===== config.mk =====
export PLATFORM = sky130hd
export DESIGN_NAME = cpu_mem_arbiter_flat
export DESIGN_NICKNAME = d
export VERILOG_FILES = /design/src/rtl/cpu_mem_arbiter_if.sv /design/src/rtl/cpu_mem_arbiter.sv /design/src/flat_wrapper.sv
export SDC_FILE = /design/constraint.sdc
export NUM_CORES = 1
export LEC_CHECK = 0
export ABC_AREA = 1
export ABC_CLOCK_PERIOD_IN_PS = 1900
export CAP_MARGIN = 20
export CORE_MARGIN = 4
export CORE_UTILIZATION = 37
export CTS_CLUSTER_SIZE = 28
export DETAILED_ROUTE_END_ITERATION = 10
export PLACE_DENSITY = 0.81
export REMOVE_ABC_BUFFERS = 1
export SLEW_MARGIN = 20
export SYNTH_ARGS = -nofsm -noshare
export SYNTH_HDL_FRONTEND = slang
export SYNTH_SLANG_ARGS = --single-unit

===== constraint.sdc =====
create_clock -name clk -period 1.9 [get_ports clk]
set_input_delay 0.285 -clock clk [delete_from_list [all_inputs] [get_ports clk]]
set_output_delay 0.285 -clock clk [all_outputs]
set_load 0.05 [all_outputs]

===== src/rtl/cpu_mem_arbiter_if.sv =====
// -----------------------------------------------------------------------------
// cpu_mem_arbiter_if
//
// Purpose:
//   Generic single-transaction memory bus used on all three sides of
//   cpu_mem_arbiter: the instruction port, the data port and the physical
//   memory port. A requester drives the strobes, address, write data and byte
//   mask. The responder returns a one-cycle resp pulse together with the read
//   data.
//
// Signals:
//   read         requester -> responder  read strobe / request
//   write        requester -> responder  write strobe / request
//   address      requester -> responder  ADDR_WIDTH address
//   wdata        requester -> responder  DATA_WIDTH write data
//   byte_enable  requester -> responder  MASK_WIDTH write byte mask
//   resp         responder -> requester  completion pulse
//   rdata        responder -> requester  read data, valid with resp
//
// Modports:
//   master  the side that issues requests
//   slave   the side that answers them
// -----------------------------------------------------------------------------
interface cpu_mem_arbiter_if #(
    parameter int ADDR_WIDTH = 16,
    parameter int DATA_WIDTH = 16,
    parameter int MASK_WIDTH = 2
);
    logic                  read;
    logic                  write;
    logic [ADDR_WIDTH-1:0] address;
    logic [DATA_WIDTH-1:0] wdata;
    logic [MASK_WIDTH-1:0] byte_enable;
    logic                  resp;
    logic [DATA_WIDTH-1:0] rdata;

    modport master (
        output read,
        output write,
        output address,
        output wdata,
        output byte_enable,
        input  resp,
        input  rdata
    );

    modport slave (
        input  read,
        input  write,
        input  address,
        input  wdata,
        input  byte_enable,
        output resp,
        output rdata
    );
endinterface


===== src/rtl/cpu_mem_arbiter.sv =====
// -----------------------------------------------------------------------------
// cpu_mem_arbiter
//
// Purpose:
//   Merges the instruction port and the data port of cpu_datapath onto one
//   physical memory port. Only one transaction is in flight at a time. When
//   both ports request in the same IDLE cycle, the grant goes to the port
//   opposite the previous grant. This keeps the always-requesting instruction
//   port from starving data accesses. After reset the data port wins the
//   first tie.
//
// Ports:
//   clk    in   rising-edge clock
//   rst    in   asynchronous, active-high reset
//   i_mem  slave   instruction port; only read/address are used
//   d_mem  slave   data port; read, write, address, wdata, byte_enable
//   pmem   master  physical memory port
//
// Behaviour summary:
//   IDLE   -> grant edge latches address/wdata/mask/op from the winner
//   *_BUSY -> pmem_* driven purely from the latches until pmem.resp
//   On pmem.resp the granted port sees resp and rdata in the same cycle.
//   The next edge returns to IDLE, so consecutive transactions are always
//   separated by one IDLE cycle.
// -----------------------------------------------------------------------------
module cpu_mem_arbiter #(
    parameter int ADDR_WIDTH = 16,
    parameter int DATA_WIDTH = 16,
    parameter int MASK_WIDTH = 2
) (
    input  logic                  clk,
    input  logic                  rst,
    cpu_mem_arbiter_if.slave      i_mem,
    cpu_mem_arbiter_if.slave      d_mem,
    cpu_mem_arbiter_if.master     pmem
);

    typedef enum logic [1:0] {
        IDLE   = 2'd0,
        I_BUSY = 2'd1,
        D_BUSY = 2'd2
    } state_e;

    state_e                state_q,    state_d;
    logic                  last_d_q,   last_d_d;  // 1: data port won the last grant
    logic [ADDR_WIDTH-1:0] addr_q,     addr_d;
    logic [DATA_WIDTH-1:0] wdata_q,    wdata_d;
    logic [MASK_WIDTH-1:0] be_q,       be_d;
    logic                  wr_q,       wr_d;       // latched operation: 1 = write

    logic i_req;
    logic d_req;
    logic busy;

    // The instruction port never writes. Its write-side signals exist only
    // because it shares the bus interface type.
    logic unused_i_write_side;
    assign unused_i_write_side = ^{i_mem.write, i_mem.wdata, i_mem.byte_enable};

    assign i_req = i_mem.read;
    assign d_req = d_mem.read | d_mem.write;
    assign busy  = (state_q != IDLE);

    // -------------------------------------------------------------------------
    // State and request latches
    // -------------------------------------------------------------------------
    always_ff @(posedge clk or posedge rst) begin
        if (rst) begin
            state_q  <= IDLE;
            last_d_q <= 1'b0;
            addr_q   <= '0;
            wdata_q  <= '0;
            be_q     <= '0;
            wr_q     <= 1'b0;
        end else begin
            state_q  <= state_d;
            last_d_q <= last_d_d;
            addr_q   <= addr_d;
            wdata_q  <= wdata_d;
            be_q     <= be_d;
            wr_q     <= wr_d;
        end
    end

    // -------------------------------------------------------------------------
    // Next-state and grant logic
    // -------------------------------------------------------------------------
    always_comb begin
        state_d  = state_q;
        last_d_d = last_d_q;
        addr_d   = addr_q;
        wdata_d  = wdata_q;
        be_d     = be_q;
        wr_d     = wr_q;

        unique case (state_q)
            IDLE: begin
                // Data wins when it is alone, or when it ties and the
                // instruction port was served last.
                if (d_req && (!i_req || !last_d_q)) begin
                    state_d  = D_BUSY;
                    last_d_d = 1'b1;
                    addr_d   = d_mem.address;
                    // Read+write together is treated as a write.
                    wr_d     = d_mem.write;
                    wdata_d  = d_mem.write ? d_mem.wdata : '0;
                    be_d     = d_mem.write ? d_mem.byte_enable : '1;
                end else if (i_req) begin
                    state_d  = I_BUSY;
                    last_d_d = 1'b0;
                    addr_d   = i_mem.address;
                    wr_d     = 1'b0;
                    wdata_d  = '0;
                    be_d     = '1;
                end
            end

            I_BUSY, D_BUSY: begin
                // Requester inputs are ignored here, so a withdrawn request
                // still runs to completion.
                if (pmem.resp) begin
                    state_d = IDLE;
                end
            end

            default: begin
                state_d = IDLE;
            end
        endcase
    end

    // -------------------------------------------------------------------------
    // Output decode
    // -------------------------------------------------------------------------
    always_comb begin
        pmem.read        = 1'b0;
        pmem.write       = 1'b0;
        pmem.address     = '0;
        pmem.wdata       = '0;
        pmem.byte_enable = '0;
        i_mem.resp       = 1'b0;
        i_mem.rdata      = '0;
        d_mem.resp       = 1'b0;
        d_mem.rdata      = '0;

        if (busy) begin
            pmem.read        = ~wr_q;
            pmem.write       = wr_q;
            pmem.address     = addr_q;
            pmem.wdata       = wdata_q;
            pmem.byte_enable = be_q;
        end

        // Completion is passed straight through in the resp cycle. A
        // pmem.resp seen while IDLE produces nothing.
        if (state_q == I_BUSY && pmem.resp) begin
            i_mem.resp  = 1'b1;
            i_mem.rdata = pmem.rdata;
        end
        if (state_q == D_BUSY && pmem.resp) begin
            d_mem.resp  = 1'b1;
            d_mem.rdata = pmem.rdata;
        end
    end

endmodule


===== src/flat_wrapper.sv =====
// flat-port wrapper written by rule: the top's interface ports become plain ports
module cpu_mem_arbiter_flat 
#(
    parameter int ADDR_WIDTH = 16,
    parameter int DATA_WIDTH = 16,
    parameter int MASK_WIDTH = 2
)
  (clk, rst, i_mem_read, i_mem_write, i_mem_address, i_mem_wdata, i_mem_byte_enable, i_mem_resp, i_mem_rdata, d_mem_read, d_mem_write, d_mem_address, d_mem_wdata, d_mem_byte_enable, d_mem_resp, d_mem_rdata, pmem_read, pmem_write, pmem_address, pmem_wdata, pmem_byte_enable, pmem_resp, pmem_rdata);
  cpu_mem_arbiter_if #(.ADDR_WIDTH(ADDR_WIDTH), .DATA_WIDTH(DATA_WIDTH), .MASK_WIDTH(MASK_WIDTH)) i_mem_i ();
  cpu_mem_arbiter_if #(.ADDR_WIDTH(ADDR_WIDTH), .DATA_WIDTH(DATA_WIDTH), .MASK_WIDTH(MASK_WIDTH)) d_mem_i ();
  cpu_mem_arbiter_if #(.ADDR_WIDTH(ADDR_WIDTH), .DATA_WIDTH(DATA_WIDTH), .MASK_WIDTH(MASK_WIDTH)) pmem_i ();
  input  logic clk;
  input  logic rst;
  input wire logic [$bits(i_mem_i.read)-1:0] i_mem_read;
  input wire logic [$bits(i_mem_i.write)-1:0] i_mem_write;
  input wire logic [$bits(i_mem_i.address)-1:0] i_mem_address;
  input wire logic [$bits(i_mem_i.wdata)-1:0] i_mem_wdata;
  input wire logic [$bits(i_mem_i.byte_enable)-1:0] i_mem_byte_enable;
  output wire logic [$bits(i_mem_i.resp)-1:0] i_mem_resp;
  output wire logic [$bits(i_mem_i.rdata)-1:0] i_mem_rdata;
  input wire logic [$bits(d_mem_i.read)-1:0] d_mem_read;
  input wire logic [$bits(d_mem_i.write)-1:0] d_mem_write;
  input wire logic [$bits(d_mem_i.address)-1:0] d_mem_address;
  input wire logic [$bits(d_mem_i.wdata)-1:0] d_mem_wdata;
  input wire logic [$bits(d_mem_i.byte_enable)-1:0] d_mem_byte_enable;
  output wire logic [$bits(d_mem_i.resp)-1:0] d_mem_resp;
  output wire logic [$bits(d_mem_i.rdata)-1:0] d_mem_rdata;
  output wire logic [$bits(pmem_i.read)-1:0] pmem_read;
  output wire logic [$bits(pmem_i.write)-1:0] pmem_write;
  output wire logic [$bits(pmem_i.address)-1:0] pmem_address;
  output wire logic [$bits(pmem_i.wdata)-1:0] pmem_wdata;
  output wire logic [$bits(pmem_i.byte_enable)-1:0] pmem_byte_enable;
  input wire logic [$bits(pmem_i.resp)-1:0] pmem_resp;
  input wire logic [$bits(pmem_i.rdata)-1:0] pmem_rdata;
  assign i_mem_i.read = i_mem_read;
  assign i_mem_i.write = i_mem_write;
  assign i_mem_i.address = i_mem_address;
  assign i_mem_i.wdata = i_mem_wdata;
  assign i_mem_i.byte_enable = i_mem_byte_enable;
  assign i_mem_resp = i_mem_i.resp;
  assign i_mem_rdata = i_mem_i.rdata;
  assign d_mem_i.read = d_mem_read;
  assign d_mem_i.write = d_mem_write;
  assign d_mem_i.address = d_mem_address;
  assign d_mem_i.wdata = d_mem_wdata;
  assign d_mem_i.byte_enable = d_mem_byte_enable;
  assign d_mem_resp = d_mem_i.resp;
  assign d_mem_rdata = d_mem_i.rdata;
  assign pmem_read = pmem_i.read;
  assign pmem_write = pmem_i.write;
  assign pmem_address = pmem_i.address;
  assign pmem_wdata = pmem_i.wdata;
  assign pmem_byte_enable = pmem_i.byte_enable;
  assign pmem_i.resp = pmem_resp;
  assign pmem_i.rdata = pmem_rdata;
  cpu_mem_arbiter #(.ADDR_WIDTH(ADDR_WIDTH), .DATA_WIDTH(DATA_WIDTH), .MASK_WIDTH(MASK_WIDTH)) u_core (.clk(clk), .rst(rst), .i_mem(i_mem_i), .d_mem(d_mem_i), .pmem(pmem_i));
endmodule

After elaboration in Yosys (flattened, before gate mapping). Index checks and enable logic that the tools add are counted.

Equality and inequality tests: 4. Mux-type cells: 24. Bitwise logic cells: 2. Reductions and logical operators: 12.

Operators with widths (count): $mux W16 (9); $mux W2 (7); $mux W1 (7); $pmux W2 S2 (1); $reduce_and A2 Y1 (2); $reduce_bool A2 Y1 (2); $logic_and A1 B1 Y1 (3); $ne A3 B2 Y1 const B (1); $eq A2 B1 Y1 const B (1); $eq A2 B2 Y1 const B (1); $logic_not A1 Y1 (2); $logic_not A2 Y1 (1); $ne A2 B2 Y1 const B (1); $reduce_or A2 Y1 (1); $logic_or A1 B1 Y1 (1); $not A1 Y1 (1); $or A1 B1 Y1 (1).

Register bits: 38. Bits of input ports: 91. Output and inout bits: 70. Word-level logic and storage cells: 48.

Longest topological paths before layout.
Depth in word-level cells: 5. Depth in mapped cells: 7. Gate-level depth less buffers: 6.

Worst setup path after synthesis. No wires, ideal clock.

Path type: register to output. Start point: reg u_core.state_q[0]. End point: out pmem_address[10]. Data arrival time: 1.661 ns. Data required time: 1.615 ns. Setup slack: -0.046 ns. Stages on the path, launching flop included: 6. Path buffers: 2. Cell sequence: dfrtp_1 inv_1 ha_1 buf_2 buf_2 nor2_1.

Cells in the longest elaborated chain, start to end: 2.

RTL lines: start: declaration (RTL line cpu_mem_arbiter.sv:44) `state_e state_q, state_d;`; start signal: assignment (RTL line cpu_mem_arbiter.sv:76) `state_q <= state_d;`; $reduce_bool A2 Y1 (RTL line cpu_mem_arbiter.sv:62) `assign busy = (state_q != IDLE);`; $mux W16 (RTL line cpu_mem_arbiter.sv:146) `if (busy) begin`; end: declaration (RTL line flat_wrapper.sv:30) `output wire logic [$bits(pmem_i.address)-1:0] pmem_address;`.

No other way between the ends.

Worst setup path in the final report.
Start point: reg u_core.state_q[1]. End point: out i_mem_rdata[5].

Cells in the longest elaborated chain, start to end: 3.

RTL lines: $eq A2 B1 Y1 (RTL line cpu_mem_arbiter.sv:156) `if (state_q == I_BUSY && pmem.resp) begin`; $logic_and A1 B1 Y1 (RTL line cpu_mem_arbiter.sv:156); $mux W16 (RTL line cpu_mem_arbiter.sv:156); end: declaration (RTL line flat_wrapper.sv:20) `output wire logic [$bits(i_mem_i.rdata)-1:0] i_mem_rdata;`.

No other way between the ends.

==> results.rst <==
.. list-table::
   :header-rows: 1

   * - Metric
     - Value
   * - Run status
     - completed
   * - Number of global-route vias before repair
     - 2619
   * - Overall via count from detail_route
     - 2761
   * - Number of synthesized register bits
     - 38
   * - Worst Skew
     - 0.00330 ns
   * - Hold buffer count at CTS
     - 0
   * - Met3 wire length
     - 613 µm
   * - Commonest cells after routing, fill and taps aside
     - 96 x sky130_fd_sc_hd__nand2_1, 90 x sky130_fd_sc_hd__inv_1, 71 x sky130_fd_sc_hd__clkdlybuf4s50_1
   * - Crit path buf inv count
     - 3
   * - Final critical-path setup slack
     - 0.0625 ns
   * - Count of pins on the block boundary
     - 161
   * - Clock Tree Buf Depth
     - 2
   * - VDD IR max
     - 813 µV
   * - Source of the worst register-to-register timing path
     - u_core.state_q[1]
   * - Max cap viols
     - 0
   * - Count of antenna diodes in the layout
     - 0
   * - Post-DRT Antenna Nets
     - 0
   * - Total Wirelength
     - 7.72 mm
   * - Layout-stage area growth over the synthesis result
     - 75.7%
   * - Final HPWL from detailed placement
     - 6.25 mm
   * - Clock latency on the worst-skew pair
     - 0.28 ns
   * - Port Buf Inserts
     - 141
   * - Register Area
     - 951 µm²
   * - Number of clock sinks
     - 38
   * - Count of nets after finishing
     - 633
   * - Pin count of the biggest net entering global routing
     - 44
   * - Capturing point of the worst reg2reg path
     - u_core.be_q[1]
   * - Total CTS buffers
     - 5
   * - Leakage power
     - 0.00233 µW
   * - Core Region
     - 6490 µm²
   * - Clock period minus worst slack
     - 1.84 ns
   * - Post-layout total power
     - 6430 µW
   * - Arrival time of the worst setup path
     - 1.55 ns
   * - Number of DRC violations after detailed-routing iteration 0
     - 161
   * - Crit path launch type
     - flop
   * - Cell class contributing the biggest share of worst-path delay
     - buffers and inverters
   * - Number of placement rows
     - 29
   * - Initial standard-cell utilization of the core
     - 38.9%
   * - CTS root buffer
     - sky130_fd_sc_hd__clkbuf_8
   * - Critical path cell sequence
     - inv_1, ha_1, nand2_1, buf_4, nor2_1, buf_12
   * - Required time worst endpoint
     - 1.62 ns
   * - Fmax achieved
     - 0.544 GHz
   * - Cell total after placement
     - 609
   * - Length of routed wiring on met1
     - 3.10 mm
   * - Critical setup path kind
     - flop to primary output
   * - Count of unresolved DRC violations after routing
     - 0
   * - Measured slew at the worst slew-check pin
     - 0.647 ns
   * - Detailed-routed wire length on met2
     - 3.92 mm
   * - Highest-delay cell along the critical path
     - sky130_fd_sc_hd__dfrtp_1
   * - Die width
     - 90.6 µm
   * - Htree depth
     - 2
   * - TritonCTS clock tree
     - yes
   * - Layout cells sized above 1
     - 22.0%
   * - GRT overflow
     - 0
   * - Worst reg2reg path depth
     - 7
   * - Height of the chip
     - 90.6 µm
   * - Count of final hold-check violations
     - 0
   * - Warning count from the yosys run
     - 0
   * - Clock slew seen by the registers of the worst setup and hold paths
     - 0.07 ns
   * - Global router's overall resource usage
     - 18.4%
   * - Number of vias per cell after detailed routing
     - 4.47
   * - Setup Fix Bufs, Post-CTS
     - 0
   * - Total power per unit cell area
     - 1450 nW/µm²
   * - Area used by multi-input combinational logic
     - 1130 µm²
   * - Synthesized area per cell
     - 6.36 µm²
   * - RSZ-0062 raised after global routing
     - true
   * - Routed wirelength normalized by instance count
     - 12.5 µm
   * - Die footprint
     - 8210 µm²
   * - HP Class
     - primary input to asynchronous set/reset pin
   * - Max_slew headroom
     - 56.6%
   * - Post-synthesis cell type count
     - 19
   * - CP max stage delay
     - 0.40 ns
   * - Max FO, Critical Path
     - 17
   * - Final clock period utilization by the worst path
     - 96.7%
   * - Setup slack, reg-to-reg
     - 0.40 ns
   * - Global-route wire length before repair
     - 12.4 mm
   * - Final estimated routing congestion in global placement
     - 0.751
   * - Number of iterations in the first detailed-routing pass
     - 4
   * - Final Util
     - 68.3%
   * - Number of antenna violations at the first check in global routing
     - 0
   * - Layout Cells excl Fill
     - 617
   * - Sequential-to-total area share from yosys stat
     - 37.7%
   * - Pre-CTS setup slack
     - 0.0610 ns
   * - Uppermost layer routed
     - met4
   * - Instance count of the mapped netlist
     - 397
   * - Worst Setup End Kind
     - primary output
   * - Number of inserted filler cells in the final layout
     - 540
   * - Number of endpoints failing setup at the final stage
     - 0
   * - Most common library cell in the layout ignoring fill and taps
     - sky130_fd_sc_hd__nand2_1
   * - Number of max-slew violations in the final report
     - 0
   * - Mapped cell area
     - 2520 µm²
-- final cells by class --
cell class | instances | area share [%]
clock inverter | 1 | 0.113
clock buffer | 7 | 1.95
tap | 77 | 2.17
timing repair buffer | 154 | 41.0
sequential | 38 | 21.4
inverter | 94 | 7.95
multi-input combinational | 246 | 25.4
-- repair_timing --
item / in CTS / in global routing
setup endpoints to repair: 12 / 42
cloned: 0 / 0
gates resized for setup: 1 / 20
-- how the worst max path moves through the flow --
| stage | startpoint | end | depth (start not counted) |
|---|---|---|---|
| 6_report | u_core.state_q[1] | i_mem_rdata[5] | 6 |
| 3_5_place_dp | d_mem_write | u_core.addr_q[3] | 6 |
| 5_1_grt | u_core.state_q[1] | i_mem_rdata[9] | 6 |
| 3_3_place_gp | d_mem_write | u_core.addr_q[9] | 6 |
| 4_1_cts | u_core.state_q[0] | d_mem_rdata[6] | 6 |
| 2_1_floorplan | u_core.state_q[0] | u_core.be_q[0] | 6 |
-- cells by family after synthesis --
family	Yosys count	synth area share, %
simple gates	221	35.3
buf+inv	113	19.9
flops	38	37.7
compound gates	22	5.70
fa+ha+maj	3	1.49
-- routing by layer --
| layer | vias up | global-route usage (%) |
|---|---|---|
| met4 | 0 | 4.34 |
| met5 | - | 0 |
| met3 | 7 | 5.17 |
| li1 | 1422 | - |
| met1 | 1223 | 20.9 |
| met2 | 109 | 33.9 |
-- cells in the mapped netlist (all sizes together) --
cell type	number	share of area (%)
a21oi	1	0.64
buf	15	5.3
clkbuf	4	0.59
dfrtp	38	38
ha	3	1.5
inv	94	14
nand2	98	15
nand3	35	6.9
nor2	86	13
o21ai	21	5.1
or2	2	0.50
-- worst register-to-register path, delay by kind of cell (launching register included) --
kind	cells	cell delay, ns
compound gates	2	0.28
fa+ha+maj	1	0.24
buf+inv	3	0.43
flops	1	0.40
simple gates	1	0.08
-- report_power, final --
part           leakage (µW)  switching, µW  internal, µW
Clock             0.0000482            266           292
Combinational       0.00180           2970          1560
Sequential         0.000479            167          1170
Total               0.00233           3410          3030
-- metrics by stage --
step	cell area, µm²	hold slack (ns)	TNS, ns
after floorplan	2380	0.449	-24.22
after global placement	4280	0.464	0
after detailed placement	4280	0.469	0
after CTS	4390	0.318	0
after global routing	4440	0.349	-0.539
final	4440	0.315	0
-- state kept, by name, summed over array words and instances, names as in the netlist --
| register | count |
|---|---|
| u_core.last_d_q | 1 |
| u_core.wdata_q | 16 |
| u_core.state_q | 2 |
| u_core.addr_q | 16 |
| u_core.be_q | 2 |
| u_core.wr_q | 1 |
Note: power is estimated with default switching activity, not from simulation.
==> RTL edit: new RTL, config.mk and constraints unchanged <==
`ADDR_WIDTH` is set to 16 in 3 places; all go to 15.
--- a/src/rtl/cpu_mem_arbiter_if.sv
+++ b/src/rtl/cpu_mem_arbiter_if.sv
@@ -22,7 +22,7 @@
 //   slave   the side that answers them
 // -----------------------------------------------------------------------------
 interface cpu_mem_arbiter_if #(
-    parameter int ADDR_WIDTH = 16,
+    parameter int ADDR_WIDTH = 15,
     parameter int DATA_WIDTH = 16,
     parameter int MASK_WIDTH = 2
 );
--- a/src/rtl/cpu_mem_arbiter.sv
+++ b/src/rtl/cpu_mem_arbiter.sv
@@ -24,7 +24,7 @@
 //   separated by one IDLE cycle.
 // -----------------------------------------------------------------------------
 module cpu_mem_arbiter #(
-    parameter int ADDR_WIDTH = 16,
+    parameter int ADDR_WIDTH = 15,
     parameter int DATA_WIDTH = 16,
     parameter int MASK_WIDTH = 2
 ) (
--- a/src/flat_wrapper.sv
+++ b/src/flat_wrapper.sv
@@ -1,7 +1,7 @@
 // flat-port wrapper written by rule: the top's interface ports become plain ports
 module cpu_mem_arbiter_flat 
 #(
-    parameter int ADDR_WIDTH = 16,
+    parameter int ADDR_WIDTH = 15,
     parameter int DATA_WIDTH = 16,
     parameter int MASK_WIDTH = 2
 )
Ports: changed (resized d_mem_address, i_mem_address and pmem_address); port bits go from 161 to 158. No check against the original RTL was run, so the function may have changed too.
==> RTL edit against the unedited design <==
  * Sequential cell count shrank 1
  * Cell area shrank 2.8%
  * Wire length shrank 3.2%
  * Total power shrank 2.0%
  * Core utilization shrank 0.76 points
  * Worst setup slack lost 5.0 ps
  * Count of clock-buffer cells in the layout shrank 1
  * Synthesized area shrank 3.3%
  * Largest power group unchanged
==> RTL edit: results (changes against the unedited design) <==
* Initial DRC Count at 82 (-49%)
* Top cells by area, synth: dfrtp_1 (38%), nand2_1 (14%), inv_1 (14%), nor2_1 (13%), nand3_1 (6.8%)
* CTS buffer count at 5 (unchanged)
* Relative max-transition margin at 0.657 (+0.0909)
* First-pass GRT wire length at 11.9 mm (-4.2%)
* Initial antenna violation count at 1 (+1)
* Longest Clk Path Bufs at 2 (unchanged)
* Skew final at 11.9 ps (+8.62 ps)
* Yosys warnings at 0 (unchanged)
* Antenna-violating nets left at 0 (unchanged)
* Synth top cells by count: nand2_1 (93), inv_1 (90), nor2_1 (84)
* Synth unique cells at 19 (unchanged)
* Port bufs at 138 (-2.1%)
* Largest net degree at the start of global routing at 39 (-11%)
* Layout cells sized above 1 at 0.203 (-0.0173)
* Worst hold path type: input port to async pin
* CP arrival at roughly 1600 ps
* Setup Fix Bufs, Post-CTS at 0 (unchanged)
* Drt pass-1 iters at 4 (unchanged)
* Post-synth EDFFs at 0 (unchanged)
* Antenna Cells at 0 (unchanged)
* Worst VDD drop at 784 uV (-3.6%)
* Post-synthesis async set-or-reset flop share at 1.00 (unchanged)
* Synth Area in XOR/XNOR at 0 (unchanged)
* Nets@finish at 618 (-2.4%)
* Setup slack at placement at 67.5 ps (+6.57 ps)
* Complex-gate fraction of the synthesized area at 0.0589 (+0.00196)
* Clock transition at path regs at 80 ps
* Vias in the first global route at 2563 (-2.1%)
* Seq/Total Area, Yosys at 0.379 (+0.00268)
* Outcome: finished clean
* Worst skew pair latency at 290 ps
* Tot GR Track Use at 0.192 (+0.00776)
* Mux cell area share after synthesis at 0 (unchanged)
* CP Max Fanout at 17 (unchanged)
* Leak pwr at 2.28 nW (-2.1%)
* Vias at 2750 (-0.40%)
* Wire per inst at 12.4 um (-1.1%)
* Root buffer cell: clkbuf_8
* Post-detail-place hpwl at 6.03 mm (-3.5%)
* Adder-cell share of the synthesized area at 0.0154 (+0.000511)
* Largest registers: u_core.wdata_q x16, u_core.addr_q x15
* PostCTS Resize Cnt at 0 (-1)
* H-tree levels at 2 (unchanged)
* Placer Congestion at 0.752 (about the same)
## RTL edit: cell type report
cell class | count | area, sq um
Clock buffer | 6 | 72.6
Clock inverter | 2 | 38.8
Fill cell | 554 | 2070
Inverter | 91 | 342
Multi-Input combinational cell | 240 | 1070
Sequential cell | 37 | 926
Tap cell | 77 | 96.3
Timing Repair Buffer | 151 | 1770
## RTL edit: power breakdown
group	leakage, nW	internal, mW	switching, mW
clock	0.0554	0.394	0.280
combinational	1.76	1.47	2.86
sequential	0.467	1.14	0.161
## RTL edit: layer usage
metal / track usage / part of all wire
met5: 0 / 0.0027
met4: 0.0406 / 0.0098
met2: 0.350 / 0.50
met3: 0.0682 / 0.11
met1: 0.215 / 0.38
## RTL edit: worst max-delay path, stage by stage (launching register included)
cell	delay, ps
dfrtp_1	410
inv_1	90
ha_1	150
nand2_1	50
buf_4	190
nor2_1	210
buf_12	170
## RTL edit: cell families after synthesis
group                    after synthesis
AO/OA/AOI/OAI                         22
adder cells (fa/ha/maj)                3
buffers and inverters                110
flip-flops                            37
AND/OR/NAND/NOR                      215
## RTL edit: worst paths after layout
check / startpoint / endpoint / slack, ps / depth (start not counted)
setup / recovery: u_core.state_q[0] / d_mem_rdata[14] / 60 / 6
hold / removal: rst / u_core.wdata_q[15] / 390 / 3
setup reg to reg: u_core.state_q[0] / u_core.be_q[1] / 260 / 8
hold reg to reg: u_core.addr_q[6] / u_core.addr_q[6] / 480 / 2
max in group asynchronous: rst / u_core.addr_q[6] / 1160 / 3
min in group clk: u_core.addr_q[6] / u_core.addr_q[6] / 480 / 2
## RTL edit: stage by stage
| step | power (mW) | TNS, ps | utilization | instance area (sq um) | std cells |
|---|---|---|---|---|---|
| after floorplan | 3.95 | -22080 | - | 2310 | 368 |
| after global placement | 5.54 | 0 | 0.653 | 4170 | 596 |
| after detailed placement | 5.63 | 0 | 0.653 | 4170 | 596 |
| after CTS | 6.32 | 0 | 0.670 | 4280 | 604 |
| after global routing | 6.74 | -767 | 0.675 | 4310 | 604 |
| final | 6.30 | 0 | 0.675 | 4310 | 604 |
